--- src/rtl/ro_puf_pkg.sv ---
// Shared constants for the ring-oscillator PUF: FSM encoding and default sizing
// used by both the pair counter and the array controller.
package ro_puf_pkg;

  localparam int unsigned DefWindow     = 1024;
  localparam int unsigned DefSettle     = 4;
  localparam int unsigned DefCntW       = 16;
  localparam int unsigned DefSyncStages = 2;

  localparam logic [2:0] StIdle    = 3'd0;
  localparam logic [2:0] StSettle  = 3'd1;
  localparam logic [2:0] StCount   = 3'd2;
  localparam logic [2:0] StCompare = 3'd3;
  localparam logic [2:0] StDone    = 3'd4;

endpackage

--- src/rtl/ro_edge_sync.sv ---
// Synchronizes an asynchronous oscillator output into clk and flags its rising edges.
module ro_edge_sync
  import ro_puf_pkg::*;
#(
  parameter int unsigned SYNC_STAGES = DefSyncStages
) (
  input  logic clk,
  input  logic rst,
  input  logic async_in,
  output logic edge_pulse
);

  logic [SYNC_STAGES-1:0] sync_q;
  logic                   prev_q;

  always_ff @(posedge clk) begin
    if (!rst) begin
      sync_q <= '0;
      prev_q <= 1'b0;
    end else begin
      sync_q <= {sync_q[SYNC_STAGES-2:0], async_in};
      prev_q <= sync_q[SYNC_STAGES-1];
    end
  end

  assign edge_pulse = sync_q[SYNC_STAGES-1] & ~prev_q;

endmodule

--- src/rtl/ro_pair_counter.sv ---
// Enables a ring-oscillator pair, counts edges of each over a fixed window and
// emits a single comparison response bit.
module ro_pair_counter
  import ro_puf_pkg::*;
#(
  parameter int unsigned WINDOW      = DefWindow,
  parameter int unsigned SETTLE      = DefSettle,
  parameter int unsigned CNT_W       = DefCntW,
  parameter int unsigned SYNC_STAGES = DefSyncStages
) (
  input  logic             clk,
  input  logic             rst,
  input  logic             start,
  input  logic             ro_a,
  input  logic             ro_b,
  output logic             ro_en,
  output logic             busy,
  output logic             done,
  output logic             response,
  output logic             tie,
  output logic [CNT_W-1:0] cnt_a,
  output logic [CNT_W-1:0] cnt_b
);

  localparam int unsigned WcW = $clog2(WINDOW + SETTLE + 1);

  logic [2:0]       state_q, state_d;
  logic [WcW-1:0]   wcnt_q, wcnt_d;
  logic [CNT_W-1:0] cnt_a_q, cnt_b_q;
  logic             response_q, tie_q;
  logic             edge_a, edge_b;

  ro_edge_sync #(
    .SYNC_STAGES(SYNC_STAGES)
  ) u_sync_a (
    .clk       (clk),
    .rst       (rst),
    .async_in  (ro_a),
    .edge_pulse(edge_a)
  );

  ro_edge_sync #(
    .SYNC_STAGES(SYNC_STAGES)
  ) u_sync_b (
    .clk       (clk),
    .rst       (rst),
    .async_in  (ro_b),
    .edge_pulse(edge_b)
  );

  // Window counter is loaded with (phase length - 1) and counts down to zero.
  always_comb begin
    state_d = state_q;
    wcnt_d  = wcnt_q;
    case (state_q)
      StIdle: begin
        if (start) begin
          state_d = StSettle;
          wcnt_d  = WcW'(SETTLE - 1);
        end
      end
      StSettle: begin
        if (wcnt_q == '0) begin
          state_d = StCount;
          wcnt_d  = WcW'(WINDOW - 1);
        end else begin
          wcnt_d = wcnt_q - WcW'(1);
        end
      end
      StCount: begin
        if (wcnt_q == '0) begin
          state_d = StCompare;
        end else begin
          wcnt_d = wcnt_q - WcW'(1);
        end
      end
      StCompare: state_d = StDone;
      StDone:    state_d = StIdle;
      default:   state_d = StIdle;
    endcase
  end

  always_ff @(posedge clk) begin
    if (!rst) begin
      state_q    <= StIdle;
      wcnt_q     <= '0;
      cnt_a_q    <= '0;
      cnt_b_q    <= '0;
      response_q <= 1'b0;
      tie_q      <= 1'b0;
    end else begin
      state_q <= state_d;
      wcnt_q  <= wcnt_d;
      if (state_q == StIdle && start) begin
        cnt_a_q    <= '0;
        cnt_b_q    <= '0;
        response_q <= 1'b0;
        tie_q      <= 1'b0;
      end
      if (state_q == StCount) begin
        if (edge_a && cnt_a_q != '1) cnt_a_q <= cnt_a_q + CNT_W'(1);
        if (edge_b && cnt_b_q != '1) cnt_b_q <= cnt_b_q + CNT_W'(1);
      end
      if (state_q == StCompare) begin
        response_q <= cnt_a_q > cnt_b_q;
        tie_q      <= cnt_a_q == cnt_b_q;
      end
    end
  end

  assign ro_en    = (state_q == StSettle) || (state_q == StCount);
  assign busy     = ro_en || (state_q == StCompare);
  assign done     = state_q == StDone;
  assign response = response_q;
  assign tie      = tie_q;
  assign cnt_a    = cnt_a_q;
  assign cnt_b    = cnt_b_q;

endmodule
--- config.mk ---
export PLATFORM = sky130hd
export DESIGN_NAME = ro_pair_counter
export DESIGN_NICKNAME = d
export VERILOG_FILES = /design/src/rtl/ro_puf_pkg.sv /design/src/rtl/ro_edge_sync.sv /design/src/rtl/ro_pair_counter.sv
export SDC_FILE = /design/constraint.sdc
export NUM_CORES = 1
export LEC_CHECK = 0
export ABC_AREA = 1
export CORE_UTILIZATION = 55
export DETAILED_ROUTE_END_ITERATION = 8
export PLACE_DENSITY = 0.9
export SLEW_MARGIN = 20
export SYNTH_ARGS = -nofsm -noshare
export SYNTH_HDL_FRONTEND = slang
export SYNTH_SLANG_ARGS = --single-unit
--- constraint.sdc ---
create_clock -name clk -period 2.05 [get_ports clk]
set_input_delay 0.615 -clock clk [delete_from_list [all_inputs] [get_ports clk]]
set_output_delay 0.615 -clock clk [all_outputs]
set_load 0.005 [all_outputs]
==> results of run 1 <==
==> registers in the layout (all words and copies together), names as in the netlist <==
name / cells
tie: 1
state_q: 3
u_sync_a.prev_q: 1
wcnt_q: 11
u_sync_b.sync_q: 2
cnt_a: 16
u_sync_b.prev_q: 1
cnt_b: 16
response: 1
u_sync_a.sync_q: 2
==> worst max-delay path: cells and delay by family, from the launching register on <==
family	cells	cell delay (ps)
flops	1	390
simple gates	2	170
buf+inv	1	500
==> per-layer routing <==
metal / track usage / part of all wire / up-vias
li1: - / - / 1852
met5: 0 / 0 / -
met2: 0.469 / 0.48 / 137
met4: 0.129 / 0.028 / 0
met1: 0.338 / 0.43 / 1698
met3: 0.0562 / 0.062 / 29
==> through the flow <==
step | setup TNS, ps | worst slack, ps | cell area, sq um | utilization
after floorplan | 0 | 442 | 3450 | -
after global placement | 0 | 133 | 3940 | 0.657
after global routing | -34.7 | -32.4 | 4080 | 0.681
final | 0 | 49.6 | 4080 | 0.681
after detailed placement | 0 | 66.7 | 3940 | 0.657
after CTS | 0 | 37.5 | 4060 | 0.678
==> synthesized netlist by cell type <==
cell type,instances
nand3b_1,1
buf_2,3
nor2_4,1
nor3_1,14
nand2_2,4
buf_8,1
nand4_1,12
o21ai_1,7
a31oi_1,1
inv_2,5
a21boi_0,1
nor2_2,4
or2_2,2
buf_6,1
ha_1,20
a211oi_1,1
o211ai_1,2
xor2_1,2
nor2_1,81
a21o_1,1
inv_1,75
clkbuf_1,6
nand2_4,1
a21oi_1,35
dfxtp_1,54
xnor2_1,2
nand2_1,128
buf_4,1
o21ai_0,43
nand3b_4,1
o22ai_1,1
a21oi_2,1
nand3_1,33
nand3_2,2
==> layout make-up <==
cell class / instances / area, sq um
multi-input cells: 401 / 2030
fillers: 522 / 1910
flip-flops and latches: 54 / 1090
repair buffers: 50 / 475
inverters: 80 / 300
well taps: 75 / 93.8
clock buffers: 7 / 86.3
clock inverters: 1 / 5.00
==> power groups by stage <==
| stage | clock [mW] | sequential [mW] | combinational, mW |
|---|---|---|---|
| final | 0.621 | 1.30 | 1.55 |
| after global routing | 0.667 | 1.31 | 1.77 |
| after CTS | 0.633 | 1.29 | 1.54 |
| after detailed placement | 0 | 1.30 | 1.50 |
| after global placement | 0 | 1.30 | 1.46 |
| after floorplan | 0 | 1.27 | 1.11 |
==> logic make-up after synthesis <==
group	after synthesis	synth area share
AO/OA/AOI/OAI	93	0.140
AND/OR/NAND/NOR	284	0.356
buffers and inverters	92	0.108
XOR/XNOR	4	0.0102
flip-flops	54	0.313
adder cells (fa/ha/maj)	20	0.0725
==> path summary, 6_finish.rpt <==
| check | start | depth (start not counted) | slack, ps | to |
|---|---|---|---|---|
| max | state_q[1] | 3 | 50 | busy |
| min | u_sync_a.sync_q[0] | 2 | 420 | u_sync_a.sync_q[1] |
| max reg2reg | state_q[0] | 8 | 190 | cnt_b[11] |
| min reg2reg | u_sync_a.sync_q[0] | 2 | 420 | u_sync_a.sync_q[1] |
==> repair_timing <==
item | in CTS | in global routing
gates resized for setup | 10 | 4
buffers inserted | 2 | 0
endpoints found under the hold margin | 0 | 0
pin swaps | 1 | 0
setup endpoints to repair | 2 | 20
==> summary.txt, run 1 <==
Drt
  – # DRC: 0
  – Wire length per cell: 12.9 um
  – ANT nets after route: 0
  – Drt total wl: 8650 um
  – DR pass1 iterations: 7
  – Initial drt markers: 249
  – Via Count: 3716
  – Number of vias per cell: 5.56

Synthesis
  – Post-Syn Instances: 547
  – Syn nets: 572
  – Seq/Total Area, Yosys: 0.313
  – Leading area contributor after synthesis: dfxtp_1
  – Avg Inst Size Synth: 6.31 sq um
  – Flops & latches, synth: 54
  – Synth unique cells: 34
  – Synth warn: 0
  – Post-Syn Area: 3450 sq um
  – Synth area leaders: dfxtp_1 (31%), nand2_1 (14%), nor2_1 (8.8%)
  – Share of the synthesized area in the top cell type: 0.313

Final layout
  – Final net count: 617
  – Area Growth Syn to Fin: 18.2%
  – Most common cell after layout, fill and taps aside: nand2_1
  – Proportion of layout cells with a drive suffix above 1: 0.0742
  – Fin cells: 668
  – # diodes: 0
  – Most frequent cells in the layout: nand2_1 (128), nor2_1 (80), inv_1 (74), dfxtp_1 (50), o21ai_0 (43)

Pwr
  – Comb power frac: 0.446
  – Peak supply drop: 0.000717 V
  – Power Internal: 2.00 mW
  – Net Switching: 1.47 mW
  – Sw frac: 0.423
  – PD cells: 850 nW/um^2
  – Clk pwr share: 0.179
  – Sequential share of power: 0.375
  – Leak: 1.79 nW
  – Total Power Consumption: 3.47 mW

Worst setup path
  – Critical path type: reg -> out
  – Crit end category: primary output
  – Max stage delay on crit path: 500 ps
  – Crit path cell chain: nor2_1 > nor2_1 > clkdlybuf4s50_1
  – Most frequent CP cell: nor2_1
  – Startpoint Class: register
  – Worst path slowest cell: clkdlybuf4s50_1
  – Worst path required time: 1430 ps
  – Crit path max fanout: 4
  – CP arrival: 1390 ps

Global routing
  – Grt total ovfl: 0
  – Initial antenna violation count: 0
  – GRT Total Usage: 0.278
  – First-pass GRT wire length: 14300 um
  – Vias in the first global route: 3317
  – Largest net degree at the start of global routing: 29

Clock network
  – CTS tree: yes
  – Clk buf depth: 2
  – CTS Root Cell: clkbuf_8
  – Clock Pin Slew Worst Setup and Hold Paths: 100 ps
  – Sink Count: 54
  – CTS Buf Count: 5
  – Worst-Skew Late Latency: 320 ps
  – Hold_buf cts: 0
  – Max H-tree Level: 2

Floorplanning
  – Row Count: 28
  – Core area: 5990 sq um
  – Initial core utilization: 0.576
  – DIE AREA: 6590 sq um
  – Die Height: 81.2 um
  – Top Ports: 42
  – Die width: 81.2 um

Placed design
  – Cell total after placement: 658
  – Placer congestion estimate: 0.873
  – Port Buffers: 41
  – Post-DP HPWL: 6380 um

Timing
  – Final Setup Violations: 0
  – WHS: 423 ps
  – Skew final: 12.1 ps
  – Final hold violation count: 0
  – Fin crit share: 0.976
  – Worst slew pin tran: 501 ps
  – Slew Limit Headroom: 0.666
  – Pins Over Slew Limit: 0
  – RSZ-0062 raised after global routing: true
  – Fmax: 500 MHz
  – Minimum clock period: 2000 ps

Run status
  – Status: completed

Hold path
  – HP Class: reg -> reg

Run
  – Max Cap Viol: 0
No activity file was read; power rests on OpenSTA's default activity.
==> inputs of run 2 (changes only) <==
--- a/config.mk
+++ b/config.mk
@@ -8,8 +8,9 @@
 export ABC_AREA = 1
 export CORE_UTILIZATION = 55
 export DETAILED_ROUTE_END_ITERATION = 8
+export HOLD_SLACK_MARGIN = 0.05
 export PLACE_DENSITY = 0.9
-export SLEW_MARGIN = 20
+export SLEW_MARGIN = 10
 export SYNTH_ARGS = -nofsm -noshare
 export SYNTH_HDL_FRONTEND = slang
 export SYNTH_SLANG_ARGS = --single-unit
==> results of run 2 <==
Final layout, timing and power as in run 1 (identical DEF).
==> inputs of run 3 (changes only) <==
--- a/config.mk
+++ b/config.mk
@@ -5,12 +5,12 @@
 export SDC_FILE = /design/constraint.sdc
 export NUM_CORES = 1
 export LEC_CHECK = 0
-export ABC_AREA = 1
+export CAP_MARGIN = 15
 export CORE_UTILIZATION = 55
 export DETAILED_ROUTE_END_ITERATION = 8
 export HOLD_SLACK_MARGIN = 0.05
 export PLACE_DENSITY = 0.9
-export SLEW_MARGIN = 10
+export SLEW_MARGIN = 20
 export SYNTH_ARGS = -nofsm -noshare
 export SYNTH_HDL_FRONTEND = slang
 export SYNTH_SLANG_ARGS = --single-unit
==> summary.txt, run 3 <==
Synthesis
  – Post-synth EDFFs: 0 (unchanged)
  – Leading area contributor after synthesis: dfxtp_1
  – Flops & latches, synth: 54 (unchanged)
  – Top_reg_cell synth: dfxtp_1
  – Share of the synthesized area in the top cell type: 0.326 (+0.0125)
  – Avg Inst Size Synth: 8.17 sq um (+30%)
  – Top-count cell post-synth: dfxtp_1
  – Synth unique cells: 62 (+82%)
  – Commonest cells in the netlist: dfxtp_1 (54), nand2_1 (40), a21oi_1 (33)
  – Synth warn: 0 (unchanged)
  – Synth area leaders: dfxtp_1 (33%), ha_1 (7.5%), a21oi_1 (5.0%)
  – Post-synth ARST share: 0 (unchanged)
  – Seq/Total Area, Yosys: 0.326 (+0.0125)
  – Post-Syn Instances: 406 (-26%)
  – Post-Syn Area: 3320 sq um (-3.8%)
  – Syn nets: 431 (-25%)

Timing
  – RSZ-0062 raised after global routing: true
  – Final WS setup: -58.9 ps (-108 ps)
  – Worst slew pin tran: 701 ps (+200 ps)
  – Minimum clock period: 2110 ps (+108 ps)
  – Fmax: 474 MHz (-5.1%)
  – Skew final: 8.89 ps (-3.16 ps)
  – Final hold violation count: 0 (unchanged)
  – Pins Over Slew Limit: 0 (unchanged)
  – Fin crit share: 1.03 (+0.0529)
  – Slew Limit Headroom: 0.532 (-0.134)
  – WHS: 446 ps (+22.7 ps)
  – Final Setup Violations: 4 (+4)

Floorplanning
  – Row Count: 27 (-3.6%)
  – Die Height: 79.7 um (-1.9%)
  – Initial core utilization: 0.584 (+0.00862)
  – Die width: 79.7 um (-1.9%)
  – DIE AREA: 6350 sq um (-3.7%)
  – Top Ports: 42 (unchanged)
  – Core area: 5680 sq um (-5.3%)

Placed design
  – Cell total after placement: 568 (-14%)
  – Post-DP HPWL: 7370 um (+16%)
  – Placer congestion estimate: 0.961 (+10%)
  – Port Buffers: 41 (unchanged)
  – Placement Cell Area: 4210 sq um (+6.9%)

Clock network
  – Clk buf depth: 2 (unchanged)
  – CTS Root Cell: clkbuf_8
  – CTS Buf Count: 5 (unchanged)
  – Hold_buf cts: 0 (unchanged)
  – Sink Count: 54 (unchanged)
  – Worst-Skew Late Latency: 320 ps (about the same)
  – CTS tree: yes
  – Max H-tree Level: 2 (unchanged)
  – Clock Pin Slew Worst Setup and Hold Paths: 100 ps (about the same)

Final layout
  – FF/Latch Area: 1110 sq um (+1.6%)
  – Fin cells: 578 (-13%)
  – Area of the multi-input gates: 2200 sq um (+8.5%)
  – Area Growth Syn to Fin: 35.3%
  – Fin area: 4490 sq um (+10%)
  – # diodes: 0 (unchanged)
  – Proportion of layout cells with a drive suffix above 1: 0.273 (+0.199)
  – Most frequent cells in the layout: buf_4 (64), nand2_1 (39), clkdlybuf4s50_1 (39), dfxtp_1 (36), a21oi_1 (31)
  – Fill cells: 340 (-35%)
  – Most common cell after layout, fill and taps aside: buf_4
  – Final net count: 530 (-14%)

Worst setup path
  – Critical path type: reg -> reg
  – Reg2reg path depth: 7 (-1)
  – Worst path required time: 2270 ps (+840 ps)
  – Crit end category: register
  – Most frequent CP cell: nand2_1
  – R2R Path End: wcnt_q[6]
  – Startpoint Class: register
  – Max stage delay on crit path: 620 ps (+120 ps)
  – Crit path max fanout: 5 (+1)
  – Worst path slowest cell: nor3b_1
  – R2r setup slk: -60 ps (-250 ps)
  – Reg2reg start: wcnt_q[1]
  – Crit path cell chain: inv_1 > ha_1 > nor3b_1 > nand2_1 > nand2_1 > a31oi_1 > a31o_2
  – CP arrival: 2330 ps (+940 ps)

Pwr
  – Net Switching: 1.69 mW (+16%)
  – Sw frac: 0.416 (-0.00704)
  – Power Internal: 2.38 mW (+19%)
  – Leak: 1.90 nW (+6.3%)
  – Clk pwr share: 0.186 (+0.007)
  – Sequential share of power: 0.337 (-0.038)
  – Total Power Consumption: 4.08 mW (+18%)
  – Comb power frac: 0.478 (+0.032)
  – PD cells: 908 nW/um^2 (+6.8%)
  – Peak supply drop: 0.000654 V (-8.9%)

Drt
  – DR pass1 iterations: 9 (+2)
  – Initial drt markers: 644 (+160%)
  – # DRC: 0 (unchanged)
  – Via Count: 3897 (+4.9%)
  – Wire length per cell: 20.3 um (+57%)
  – Number of vias per cell: 6.74 (+21%)
  – ANT nets after route: 0 (unchanged)
  – Drt total wl: 11700 um (+36%)

Run status
  – Status: finished, violations left
  – Failing checks: negative setup slack

Global routing
  – Initial antenna violation count: 0 (unchanged)
  – Largest net degree at the start of global routing: 17 (-41%)
  – First-pass GRT wire length: 17500 um (+22%)
  – GRT Total Usage: 0.355 (+0.0763)
  – Vias in the first global route: 3698 (+11%)
  – Grt total ovfl: 0 (unchanged)

Run
  – Max Cap Viol: 0 (unchanged)

Hold path
  – Endpoint, Worst Hold: u_sync_b.sync_q[1]
  – Min-delay src: u_sync_b.sync_q[0]
  – HP Class: reg -> reg
  – Hold Path Cell Cnt: 1 (-1)
==> run 3: cell count changes after synthesis, sizes merged, moves of 10 or more <==
cell and change:
nand2 -92, and3 +14, a21o +12, o21ai -35, nor2 -67, inv -56
nand2b +10, and2 +11
==> run 3: what timing repair did <==
item / CTS / global route
pin swaps: 1 / 6
resized for setup: 9 / 41
setup endpoints to repair: 12 / 39
setup buffers: 0 / 2
==> run 3: layout make-up <==
| class | instances | area share |
|---|---|---|
| Clock buffer | 6 | 0.0162 |
| Clock inverter | 2 | 0.00836 |
| Inverter | 24 | 0.0201 |
| Multi-Input combinational cell | 315 | 0.490 |
| Sequential cell | 54 | 0.247 |
| Tap cell | 72 | 0.0201 |
| Timing Repair Buffer | 105 | 0.199 |
==> run 3: metal layers <==
| metal | vias up | share of wire | track usage |
|---|---|---|---|
| met3 | 94 | 0.10 | 0.0731 |
| met1 | 1788 | 0.37 | 0.440 |
| met5 | - | 0 | 0 |
| li1 | 1706 | - | - |
| met4 | 0 | 0.062 | 0.193 |
| met2 | 309 | 0.46 | 0.571 |
==> run 3: how the worst max path moves through the flow <==
stage,endpoint,cells after the start,slack [ps],start
after global routing,tie,7,-150,cnt_b[13]
after global placement,cnt_a[14],5,-280,start
after CTS,cnt_a[5],2,0.5,cnt_a[5]
after detailed placement,cnt_a[5],5,-330,start
final,wcnt_q[6],7,-60,wcnt_q[1]
after floorplan,tie,7,0.6,cnt_b[12]
==> run 3: kinds of logic after synthesis <==
logic type      count (synthesis)  share of synthesized area
simple gates                  182                      0.310
compound gates                107                      0.220
flops                          54                      0.326
buf+inv                        37                     0.0505
fa+ha+maj                      20                     0.0754
mux                             4                     0.0124
xor+xnor                        2                    0.00528
==> run 3: power groups by stage <==
stage	sequential, mW	combinational (mW)	clock [mW]
2_1_floorplan	1.31	1.07	0
3_3_place_gp	1.34	1.56	0
3_5_place_dp	1.35	1.64	0
4_1_cts	1.34	1.72	0.732
5_1_grt	1.38	2.08	0.788
6_report	1.37	1.95	0.757
==> run 3: metrics by stage <==
| stage | utilization | TNS, ps | setup WS [ps] |
|---|---|---|---|
| 2_1_floorplan | - | 0 | 0.574 |
| 3_3_place_gp | 0.741 | -6450 | -284 |
| 3_5_place_dp | 0.741 | -7910 | -333 |
| 4_1_cts | 0.764 | 0 | 0.520 |
| 5_1_grt | 0.791 | -461 | -150 |
| 6_report | 0.791 | -108 | -58.9 |
==> run 3: worst max-delay path: cells and delay by family (launching register included) <==
family          cells  cell delay, ps
compound gates      2             350
fa+ha+maj           1             260
flops               1             350
buf+inv             1             100
simple gates        3             950
